File: src/rtl/ah_decode_req_scheduler.sv
// Round-robin request scheduler with a runtime [bom, tom] decode table.
// It issues one request at a time to the matching client, with ack and timeout.
module ah_decode_req_scheduler #(
  parameter int NUM_REQ    = 4,
  parameter int NUM_CLIENT = 8,
  parameter int ADDR_W     = 24,
  parameter int TIMEOUT    = 15
) (
  input  logic                      clk,
  input  logic                      rst_n,
  input  logic [NUM_REQ-1:0]        req_valid,
  input  logic [NUM_REQ*ADDR_W-1:0] req_addr,
  output logic [NUM_REQ-1:0]        req_ready,
  input  logic                      cfg_we,
  input  logic [3:0]                cfg_idx,
  input  logic                      cfg_sel_top,
  input  logic [ADDR_W-1:0]         cfg_data,
  output logic [NUM_CLIENT-1:0]     cli_valid,
  output logic [ADDR_W-1:0]         cli_addr,
  input  logic [NUM_CLIENT-1:0]     cli_ack,
  output logic                      rsp_valid,
  output logic [2:0]                rsp_id,
  output logic                      rsp_err,
  output logic [7:0]                err_cnt,
  output logic                      busy
);

  typedef enum logic [1:0] {IDLE, DECODE, ISSUE, RESP} state_t;

  state_t                state_q, state_d;
  logic [2:0]            last_q, last_d;
  logic [ADDR_W-1:0]     addr_q, addr_d;
  logic [2:0]            id_q, id_d;
  logic [3:0]            tgt_q, tgt_d;
  logic [7:0]            cnt_q, cnt_d;
  logic                  err_q, err_d;
  logic [ADDR_W-1:0]     bom_q [NUM_CLIENT];
  logic [ADDR_W-1:0]     bom_d [NUM_CLIENT];
  logic [ADDR_W-1:0]     tom_q [NUM_CLIENT];
  logic [ADDR_W-1:0]     tom_d [NUM_CLIENT];
  logic [NUM_CLIENT-1:0] cli_valid_q, cli_valid_d;
  logic                  rsp_valid_q, rsp_valid_d;
  logic [2:0]            rsp_id_q, rsp_id_d;
  logic                  rsp_err_q, rsp_err_d;
  logic [7:0]            err_cnt_q, err_cnt_d;
  logic                  busy_q, busy_d;

  logic                  gnt_found;
  logic [2:0]            gnt_idx;
  logic [ADDR_W-1:0]     gnt_addr;
  logic                  hit_found;
  logic [3:0]            hit_idx;

  // Out-of-range indices never match a loop index, so they are dropped naturally.
  always_comb begin
    bom_d = bom_q;
    tom_d = tom_q;
    if (cfg_we) begin
      for (int c = 0; c < NUM_CLIENT; c++) begin
        if (cfg_idx == 4'(c)) begin
          if (cfg_sel_top) tom_d[c] = cfg_data;
          else             bom_d[c] = cfg_data;
        end
      end
    end
  end

  // First pass looks above the last grant, second pass wraps to the lowest index.
  always_comb begin
    gnt_found = 1'b0;
    gnt_idx   = '0;
    gnt_addr  = '0;
    for (int i = 0; i < NUM_REQ; i++) begin
      if (!gnt_found && req_valid[i] && (3'(i) > last_q)) begin
        gnt_found = 1'b1;
        gnt_idx   = 3'(i);
        gnt_addr  = req_addr[i*ADDR_W +: ADDR_W];
      end
    end
    for (int i = 0; i < NUM_REQ; i++) begin
      if (!gnt_found && req_valid[i]) begin
        gnt_found = 1'b1;
        gnt_idx   = 3'(i);
        gnt_addr  = req_addr[i*ADDR_W +: ADDR_W];
      end
    end
    for (int i = 0; i < NUM_REQ; i++) begin
      req_ready[i] = (state_q == IDLE) && gnt_found && (gnt_idx == 3'(i));
    end
  end

  always_comb begin
    hit_found = 1'b0;
    hit_idx   = '0;
    for (int c = 0; c < NUM_CLIENT; c++) begin
      if (!hit_found && (bom_q[c] <= addr_q) && (addr_q <= tom_q[c])) begin
        hit_found = 1'b1;
        hit_idx   = 4'(c);
      end
    end
  end

  always_comb begin
    state_d = state_q;
    last_d  = last_q;
    addr_d  = addr_q;
    id_d    = id_q;
    tgt_d   = tgt_q;
    cnt_d   = cnt_q;
    err_d   = err_q;
    unique case (state_q)
      IDLE: begin
        if (gnt_found) begin
          addr_d  = gnt_addr;
          id_d    = gnt_idx;
          last_d  = gnt_idx;
          state_d = DECODE;
        end
      end
      DECODE: begin
        if (hit_found) begin
          tgt_d   = hit_idx;
          cnt_d   = '0;
          err_d   = 1'b0;
          state_d = ISSUE;
        end else begin
          err_d   = 1'b1;
          state_d = RESP;
        end
      end
      ISSUE: begin
        // An ack on the expiry cycle wins over the timeout.
        if (|(cli_ack & cli_valid_q)) begin
          err_d   = 1'b0;
          state_d = RESP;
        end else if (cnt_q == 8'(TIMEOUT - 1)) begin
          err_d   = 1'b1;
          state_d = RESP;
        end else begin
          cnt_d = cnt_q + 8'd1;
        end
      end
      RESP:    state_d = IDLE;
      default: state_d = IDLE;
    endcase

    for (int c = 0; c < NUM_CLIENT; c++) begin
      cli_valid_d[c] = (state_d == ISSUE) && (tgt_d == 4'(c));
    end
    rsp_valid_d = (state_d == RESP);
    rsp_id_d    = (state_d == RESP) ? id_d : 3'd0;
    rsp_err_d   = (state_d == RESP) && err_d;
    busy_d      = (state_d != IDLE);
    err_cnt_d   = err_cnt_q;
    if ((state_d == RESP) && err_d && (err_cnt_q != 8'hFF)) err_cnt_d = err_cnt_q + 8'd1;
  end

  always_ff @(posedge clk or negedge rst_n) begin
    if (!rst_n) begin
      state_q     <= IDLE;
      last_q      <= '0;
      addr_q      <= '0;
      id_q        <= '0;
      tgt_q       <= '0;
      cnt_q       <= '0;
      err_q       <= 1'b0;
      for (int c = 0; c < NUM_CLIENT; c++) begin
        bom_q[c] <= '1;
        tom_q[c] <= '0;
      end
      cli_valid_q <= '0;
      rsp_valid_q <= 1'b0;
      rsp_id_q    <= '0;
      rsp_err_q   <= 1'b0;
      err_cnt_q   <= '0;
      busy_q      <= 1'b0;
    end else begin
      state_q     <= state_d;
      last_q      <= last_d;
      addr_q      <= addr_d;
      id_q        <= id_d;
      tgt_q       <= tgt_d;
      cnt_q       <= cnt_d;
      err_q       <= err_d;
      bom_q       <= bom_d;
      tom_q       <= tom_d;
      cli_valid_q <= cli_valid_d;
      rsp_valid_q <= rsp_valid_d;
      rsp_id_q    <= rsp_id_d;
      rsp_err_q   <= rsp_err_d;
      err_cnt_q   <= err_cnt_d;
      busy_q      <= busy_d;
    end
  end

  assign cli_valid = cli_valid_q;
  assign cli_addr  = addr_q;
  assign rsp_valid = rsp_valid_q;
  assign rsp_id    = rsp_id_q;
  assign rsp_err   = rsp_err_q;
  assign err_cnt   = err_cnt_q;
  assign busy      = busy_q;

endmodule
File: config.mk
export PLATFORM = sky130hd
export DESIGN_NAME = ah_decode_req_scheduler
export DESIGN_NICKNAME = d
export VERILOG_FILES = /design/src/rtl/ah_decode_req_scheduler.sv
export SDC_FILE = /design/constraint.sdc
export NUM_CORES = 1
export LEC_CHECK = 0
export BUFFER_PORTS_ARGS = -buffer_cell sky130_fd_sc_hd__buf_2
export CORE_ASPECT_RATIO = 1.1
export CORE_MARGIN = 2
export CORE_UTILIZATION = 45
export CTS_CLUSTER_SIZE = 30
export DETAILED_ROUTE_END_ITERATION = 10
export HOLD_SLACK_MARGIN = 0.15
export PLACE_DENSITY = 0.64
export RECOVER_POWER = 100
export SKIP_LAST_GASP = 1
export SLEW_MARGIN = 10
export SYNTH_ARGS = -nofsm -noshare
export SYNTH_HDL_FRONTEND = slang
export SYNTH_SLANG_ARGS = --single-unit
File: constraint.sdc
create_clock -name clk -period 5.5 [get_ports clk]
set_input_delay 0.55 -clock clk [delete_from_list [all_inputs] [get_ports clk]]
set_output_delay 0.55 -clock clk [all_outputs]
set_load 0.1 [all_outputs]
== After elaboration in Yosys (flattened, before gate mapping) ==
Index checks and enable logic that the tools add are counted.
Widths: inputs -> output; s select.

* Flip-flop bits (word level): 451
* Input bits: 140
* Output and inout bits: 50
* Logic and storage cells: 216

* $add $sub $neg: 2
* Magnitude comparators: 20
* Equality and inequality tests: 27
* Multiplexer cells: 56
* Bitwise logic cells: 2
* Reduce and logical (&&, ||, !) cells: 80

{| class="wikitable"
|+ Operators with widths
! kind !! number
|-
| $le 24x24->1 || 16
|-
| $mux 24 || 8
|-
| $reduce_and 3->1 || 16
|-
| $logic_and 1x1->1 || 41
|-
| $eq 4x3->1 const B || 8
|-
| $mux 4 || 8
|-
| $mux 3 || 9
|-
| $mux 8 || 3
|-
| $mux 1 || 22
|-
| $add 8x1->8 const B || 2
|-
| $eq 4x2->1 const B || 4
|-
| $pmux 8 s2 || 1
|-
| $logic_not 1->1 || 14
|-
| $and 8x8->8 || 1
|-
| $eq 2x2->1 const B || 4
|-
| $eq 4x1->1 const B || 2
|-
| $eq 8x4->1 const B || 1
|-
| $logic_not 4->1 || 2
|-
| $ne 8x8->1 const B || 1
|-
| $pmux 2 s4 || 1
|-
| $reduce_or 8->1 || 1
|-
| $eq 3x2->1 const B || 2
|-
| $gt 1x3->1 const A || 2
|-
| $gt 2x3->1 const A || 2
|-
| other kinds (11) || 16
|}

== Longest topological paths before layout ==
* Depth after elaboration: 36
* Mapped depth: 12
* Gate-level depth less buffers: 12

== Worst setup path before layout ==
OpenSTA, ideal clock, no wires.

* Path kind: input port to output port
* Start point: in req_valid[0]
* End point: out req_ready[0]
* Arrival: 3.928 ns
* Required time: 4.950 ns
* Path slack: 1.022 ns
* Stages: 9
* Buffers on the path: 2
* Cells stage by stage: clkbuf_1 -> a21oi_1 -> a21oi_1 -> o22ai_1 -> and2_1 -> clkbuf_1 -> nor2_1 -> nand2_1 -> a311oi_1

* Word-level cells in the longest chain between the ends: 28
* Elaborated cells on any way between the ends: 36
* Classes of those cells: mux: 15; reduce/logical: 21

{| class="wikitable"
|+ RTL lines
! element !! RTL line !! text
|-
| from (decl) || 11 || <nowiki>input logic [NUM_REQ-1:0] req_valid,</nowiki>
|-
| $logic_and 1x1->1 || 74 || <nowiki>if (!gnt_found && req_valid[i] && (3'(i) > last_q)) begin</nowiki>
|-
| $mux 1 || 74 ||
|-
| $logic_not 1->1 || 74 ||
|-
| $logic_and 1x1->1 (2 in a row) || 74 ||
|-
| $mux 1 || 74 ||
|-
| $logic_not 1->1 || 74 ||
|-
| $logic_and 1x1->1 (2 in a row) || 74 ||
|-
| $mux 1 || 74 ||
|-
| [10 not listed] || n/a ||
|-
| $logic_not 1->1 || 81 || <nowiki>if (!gnt_found && req_valid[i]) begin</nowiki>
|-
| $logic_and 1x1->1 || 81 ||
|-
| $mux 1 || 81 ||
|-
| $logic_not 1->1 || 81 ||
|-
| $logic_and 1x1->1 || 81 ||
|-
| $mux 3 / $mux 1 (equally long branches) || 81 ||
|-
| $logic_not 3->1 / $logic_and 1x1->1 (equally long branches) || 88 || <nowiki>req_ready[i] = (state_q == IDLE) && gnt_found && (gnt_idx == 3'(i));</nowiki>
|-
| $logic_and 1x1->1 * || 88 ||
|-
| to (decl) || 13 || <nowiki>output logic [NUM_REQ-1:0] req_ready,</nowiki>
|}

Every way passes the cells marked *; elsewhere a longest branch is shown, timed or not.

== Worst setup path in the final report ==
* Start point: reg addr_q[18] (netlist: cli_addr[18])
* End point: reg cli_valid_q[5] (netlist: cli_valid[5])

* Word-level cells in the longest chain between the ends: 35
* Elaborated cells on any way between the ends: 60
* Classes of those cells: order compare: 16; eq/ne: 2; mux: 19; reduce/logical: 23

{| class="wikitable"
|+ RTL lines
! element !! RTL line !! text
|-
| from (decl) || 32 || <nowiki>logic [ADDR_W-1:0] addr_q, addr_d;</nowiki>
|-
| from (signal assigned) || 180 || <nowiki>addr_q <= addr_d;</nowiki>
|-
| $le 24x24->1 || 96 || <nowiki>if (!hit_found && (bom_q[c] <= addr_q) && (addr_q <= tom_q[c])) begin</nowiki>
|-
| $logic_and 1x1->1 || 96 ||
|-
| $mux 1 || 96 ||
|-
| $logic_not 1->1 || 96 ||
|-
| $logic_and 1x1->1 (2 in a row) || 96 ||
|-
| $mux 1 || 96 ||
|-
| $logic_not 1->1 || 96 ||
|-
| $logic_and 1x1->1 (2 in a row) || 96 ||
|-
| [18 not listed] || n/a ||
|-
| $logic_and 1x1->1 (2 in a row) || 96 ||
|-
| $mux 1 * || 96 ||
|-
| $mux 1 * || 121 || <nowiki>if (hit_found) begin</nowiki>
|-
| $pmux 2 s4 * || 111 || <nowiki>unique case (state_q)</nowiki>
|-
| net state_d[0] || 30 || <nowiki>state_t state_q, state_d;</nowiki>
|-
| $eq 2x2->1 * || 148 || <nowiki>cli_valid_d[c] = (state_d == ISSUE) && (tgt_d == 4'(c));</nowiki>
|-
| $logic_and 1x1->1 * || 148 ||
|-
| net cli_valid_d[5] || 41 || <nowiki>logic [NUM_CLIENT-1:0] cli_valid_q, cli_valid_d;</nowiki>
|-
| to (signal assigned) || 187 || <nowiki>cli_valid_q <= cli_valid_d;</nowiki>
|-
| to (decl) || 41 ||
|}

The timed path passes the listed nets; every way through them passes the cells marked *.
A chain may end at the register's enable or synchronous reset.

==> metrics.md <==
| Metric | Value |
|---|---|
| Status | `finished, violations left` |
| Failing checks | `design-rule violations, max-capacitance violations, max-slew violations` |
| CTS tree | `built` |
| Slew HR | `-1.146` |
| Fmax | `approximately 0.21 GHz` |
| Layout cells sized above 1 | `0.2711` |
| DR pass1 iterations | `11` |
| Initial antenna violation count | `3` |
| Number of distinct library cells after synthesis | `between 70 and 80` |
| First-pass GRT wire length | `roughly 110,000 um` |
| NetSw | `approximately 0.0068 W` |
| Row count | `93` |
| Post-synth ARST share | `1.000` |
| Ys flop type | `dfrtp_1` |
| Switching share of power | `0.4329` |
| Hold/Removal Path Class | `primary input to flop` |
| Final wirelength | `slightly above 70,000 um` |
| Fin crit period | `4.777 ns` |
| Final Non-Filler Cells | `around 3,500` |
| Design area | `0.03017 sq mm` |
| Synthesized Nets | `slightly above 3,000` |
| Post-DP HPWL | `approximately 52,000 um` |
| Root Driver | `clkbuf_16` |
| Final Wtd Congestion | `roughly 0.92` |
| Leak | `between 10 and 15 nW` |
| Setup-failing EPs final | `0` |
| GR peak layer | `met2` |
| Largest net degree at the start of global routing | `about 130` |
| Dpl cells | `between 3,000 and 4,000` |
| Clock Sinks | `450` |
| Placed cell areas | `0.02862 sq mm` |
| Chip height | `roughly 260 um` |
| Nets@finish | `~3,200` |
| Depth of the worst hold-timing path | `3` |
| Met1 Usage GRT | `0.3261` |
| Reg2reg setup slack | `0.72 ns` |
| Post-CTS Resized | `0` |
| Die area | `approximately 0.06 sq mm` |
| DRC Markers | `5` |
| Area delta synth->final | `12.55%` |
| Vias/cell | `around 5.7` |
| Hold_sp | `req_addr[84]` |
| Max Cap Violations | `14` |
| Sequential power share | `0.314` |
| Final Max Tran Viols | `between 500 and 600` |
| Cells after Synth | `between 2,000 and 2,500` |
| Longest Clk Path Bufs | `3` |
| Cell internal pwr | `slightly below 0.009 W` |
| Die W | `236.7 um` |
| Synth Cell Area | `around 0.027 sq mm` |
| Final hold vios | `0` |
| Worst Tran Pin Value | `3.219 ns` |
| RSZ-0062 raised after global routing | `false` |
| Overall routing resource usage | `0.2356` |
| Core area | `around 0.059 sq mm` |
| Combinational power share | `0.463` |
| M2 GR Usage | `0.3880` |
| # port buffers | `around 190` |
| ANT nets after route | `0` |
| Grt total ovfl | `0` |
| DR vias | `about 20,000` |
| Vias in the first global route | `20,160` |
| Worst Path Class, Setup | `flop to flop` |
| Seq/Total Area, Yosys | `0.4291` |
| Tcrit/Tclk final | `0.8685` |
| Seq cells post-synth | `450` |
| H-tree depth | `2` |
| Hold path endpoint | `cli_addr[12]$_DFFE_PN0P_` |
| Setup TNS | `0 ns` |
| Initial Utilization | `0.4561` |
| GR Util met3 | `0.03195` |
| Crit path DAT | `5.25 ns` |
| CTS Buf Count | `51` |
| Clock-pin slew of the registers on the worst-case setup and hold paths | `0.06 ns` |
| WP data required | `around 6.0 ns` |
| Warnings from Yosys | `0` |
| Reg2reg start | `cli_addr[18]$_DFFE_PN0P_` |
| Critical-path maximum fanout | `11` |
| Critical Path Sink Type | `flop` |
| R2R cell count | `12` |
| Power density cells | `between 500 and 600 mW/mm^2` |
| DRT iter0 DRCs | `~1,500` |
| Peak supply drop | `about 0.54 mV` |
| Worst Setup SP | `cli_addr[18]$_DFFE_PN0P_` |
| Ports | `190` |
| Clock skew | `around 0.022 ns` |
| FF-to-FF End | `cli_valid[5]$_DFF_PN0_` |
| Post-synth EDFFs | `0` |
| Critical Path Start Type | `flop` |
| Clock power share | `0.222` |
| Skew-Pair Late Insertion Delay | `just over 0.6 ns` |
| Avg Cell Area, Syn | `between 10 and 15 sq um` |
| WL/cell | `20.64 um` |
[metrics by stage]
stage | hold slack [ns] | setup slack [ns] | total power (W) | util
floorplan | 0.2544 | 1.022 | 0.01014 | -
global placement | 0.4589 | 1.065 | 0.01200 | 0.4870
detailed placement | 0.4625 | 1.020 | 0.01231 | 0.4870
CTS | 0.1579 | 0.9978 | 0.01589 | 0.5163
global route | 0.1989 | 0.4305 | 0.01692 | 0.5133
finish | 0.1977 | 0.7232 | 0.01572 | 0.5133
[cells in the mapped netlist (29+ instances only)]
cell | number | area share
a31oi_1 | 29 | 0.0068
nand2_1 | 200 | 0.028
inv_1 | 236 | 0.033
ha_1 | 391 | 0.18
dfrtp_1 | 258 | 0.24
o21ai_0 | 145 | 0.027
nand3_1 | 39 | 0.0073
mux2_2 | 291 | 0.12
nand4_1 | 86 | 0.020
a21oi_1 | 152 | 0.028
clkbuf_1 | 81 | 0.011
dfstp_2 | 192 | 0.19
nor2_1 | 71 | 0.0099
[metal layers]
layer	up-vias	wire [um]
li1	9383	-
met3	109	3282
met4	6	1544
met5	-	38
met1	9914	33160
met2	438	33560
[repair_timing]
item | in CTS | in global routing
hold endpoints to repair | 86 | 0
hold buffers | 1 | 0
setup buffers | 0 | 0
[cells in the final DEF, fill, tap and decap left out, types with 12 or more instances in the layout]
cell type / n
a31oi_1: 30
nand2_1: 200
clkbuf_1: 72
o21ai_0: 145
mux2_2: 289
nor4_1: 14
clkbuf_8: 12
buf_2: 138
o31ai_1: 14
a21boi_0: 12
nand2b_1: 16
dfstp_2: 192
o211ai_1: 18
nor2b_1: 25
nand3_1: 39
a21o_1: 28
a222oi_1: 24
nand4_1: 87
inv_1: 236
a21oi_1: 153
clkbuf_16: 52
dfrtp_1: 258
ha_1: 391
nor2_1: 70
[kinds of logic after synthesis]
family | Yosys count | synth area share
xor gates and xnor gates | 6 | 0.001961
muxes | 292 | 0.1227
AOI/OAI and AO/OA | 512 | 0.1236
buffers and inverters | 324 | 0.04538
and+or+nand+nor | 514 | 0.09468
DFF | 450 | 0.4291
adders and majority gates | 391 | 0.1825
[worst max-delay path, stage by stage, from the launching register on]
cell,delay (ns)
dfrtp_1,0.65
inv_1,0.37
ha_1,0.41
nand4_1,0.22
nor4_1,0.56
and4_1,0.36
o31ai_1,0.16
a32o_1,0.34
o2bb2a_1,0.42
nand4_1,0.40
a21boi_0,0.43
nand3b_1,0.23
nor3_1,0.08
[power groups by stage]
stage / Combinational (W) / Sequential, W / Clock (W)
after floorplan: 0.00436 / 0.00578 / 0
after global placement: 0.00705 / 0.00495 / 0
after detailed placement: 0.00732 / 0.00499 / 0
after CTS: 0.00736 / 0.00494 / 0.00358
after global routing: 0.00816 / 0.00505 / 0.00371
final: 0.00729 / 0.00494 / 0.00349
[how the worst max path moves through the flow]
stage / endpoint / slack (ns) / depth (start not counted)
floorplan: req_ready[0] / 1.02 / 9
global placement: cli_valid[3]$_DFF_PN0_ / 1.07 / 12
detailed placement: err_cnt[1]$_DFFE_PN0P_ / 1.02 / 11
CTS: err_cnt[1]$_DFFE_PN0P_ / 1.0 / 11
global route: cnt_q[2]$_DFFE_PN0P_ / 0.43 / 12
finish: cli_valid[5]$_DFF_PN0_ / 0.72 / 12
[layout make-up]
class	instances	area, sq um
fillers	5285	28600
multi-input cells	1715	14050
flip-flops and latches	450	11500
clock buffers	74	1504
repair buffers	215	1059
well taps	760	950.9
inverters	236	885.9
clock inverters	17	207.7
diodes	1	2.502
[state kept, by name, summed over array words and instances, names as in the netlist]
| name | flops |
|---|---|
| bom_q | 192 |
| tom_q | 192 |
| cli_addr | 24 |
| cli_valid | 8 |
| cnt_q | 8 |
| err_cnt | 8 |
| tgt_q | 4 |
| id_q | 3 |
| rsp_id | 3 |
| last_q | 2 |
| state_q | 2 |
| busy | 1 |
| err_q | 1 |
| rsp_err | 1 |
| rsp_valid | 1 |
No activity file was read; power rests on OpenSTA's default activity.
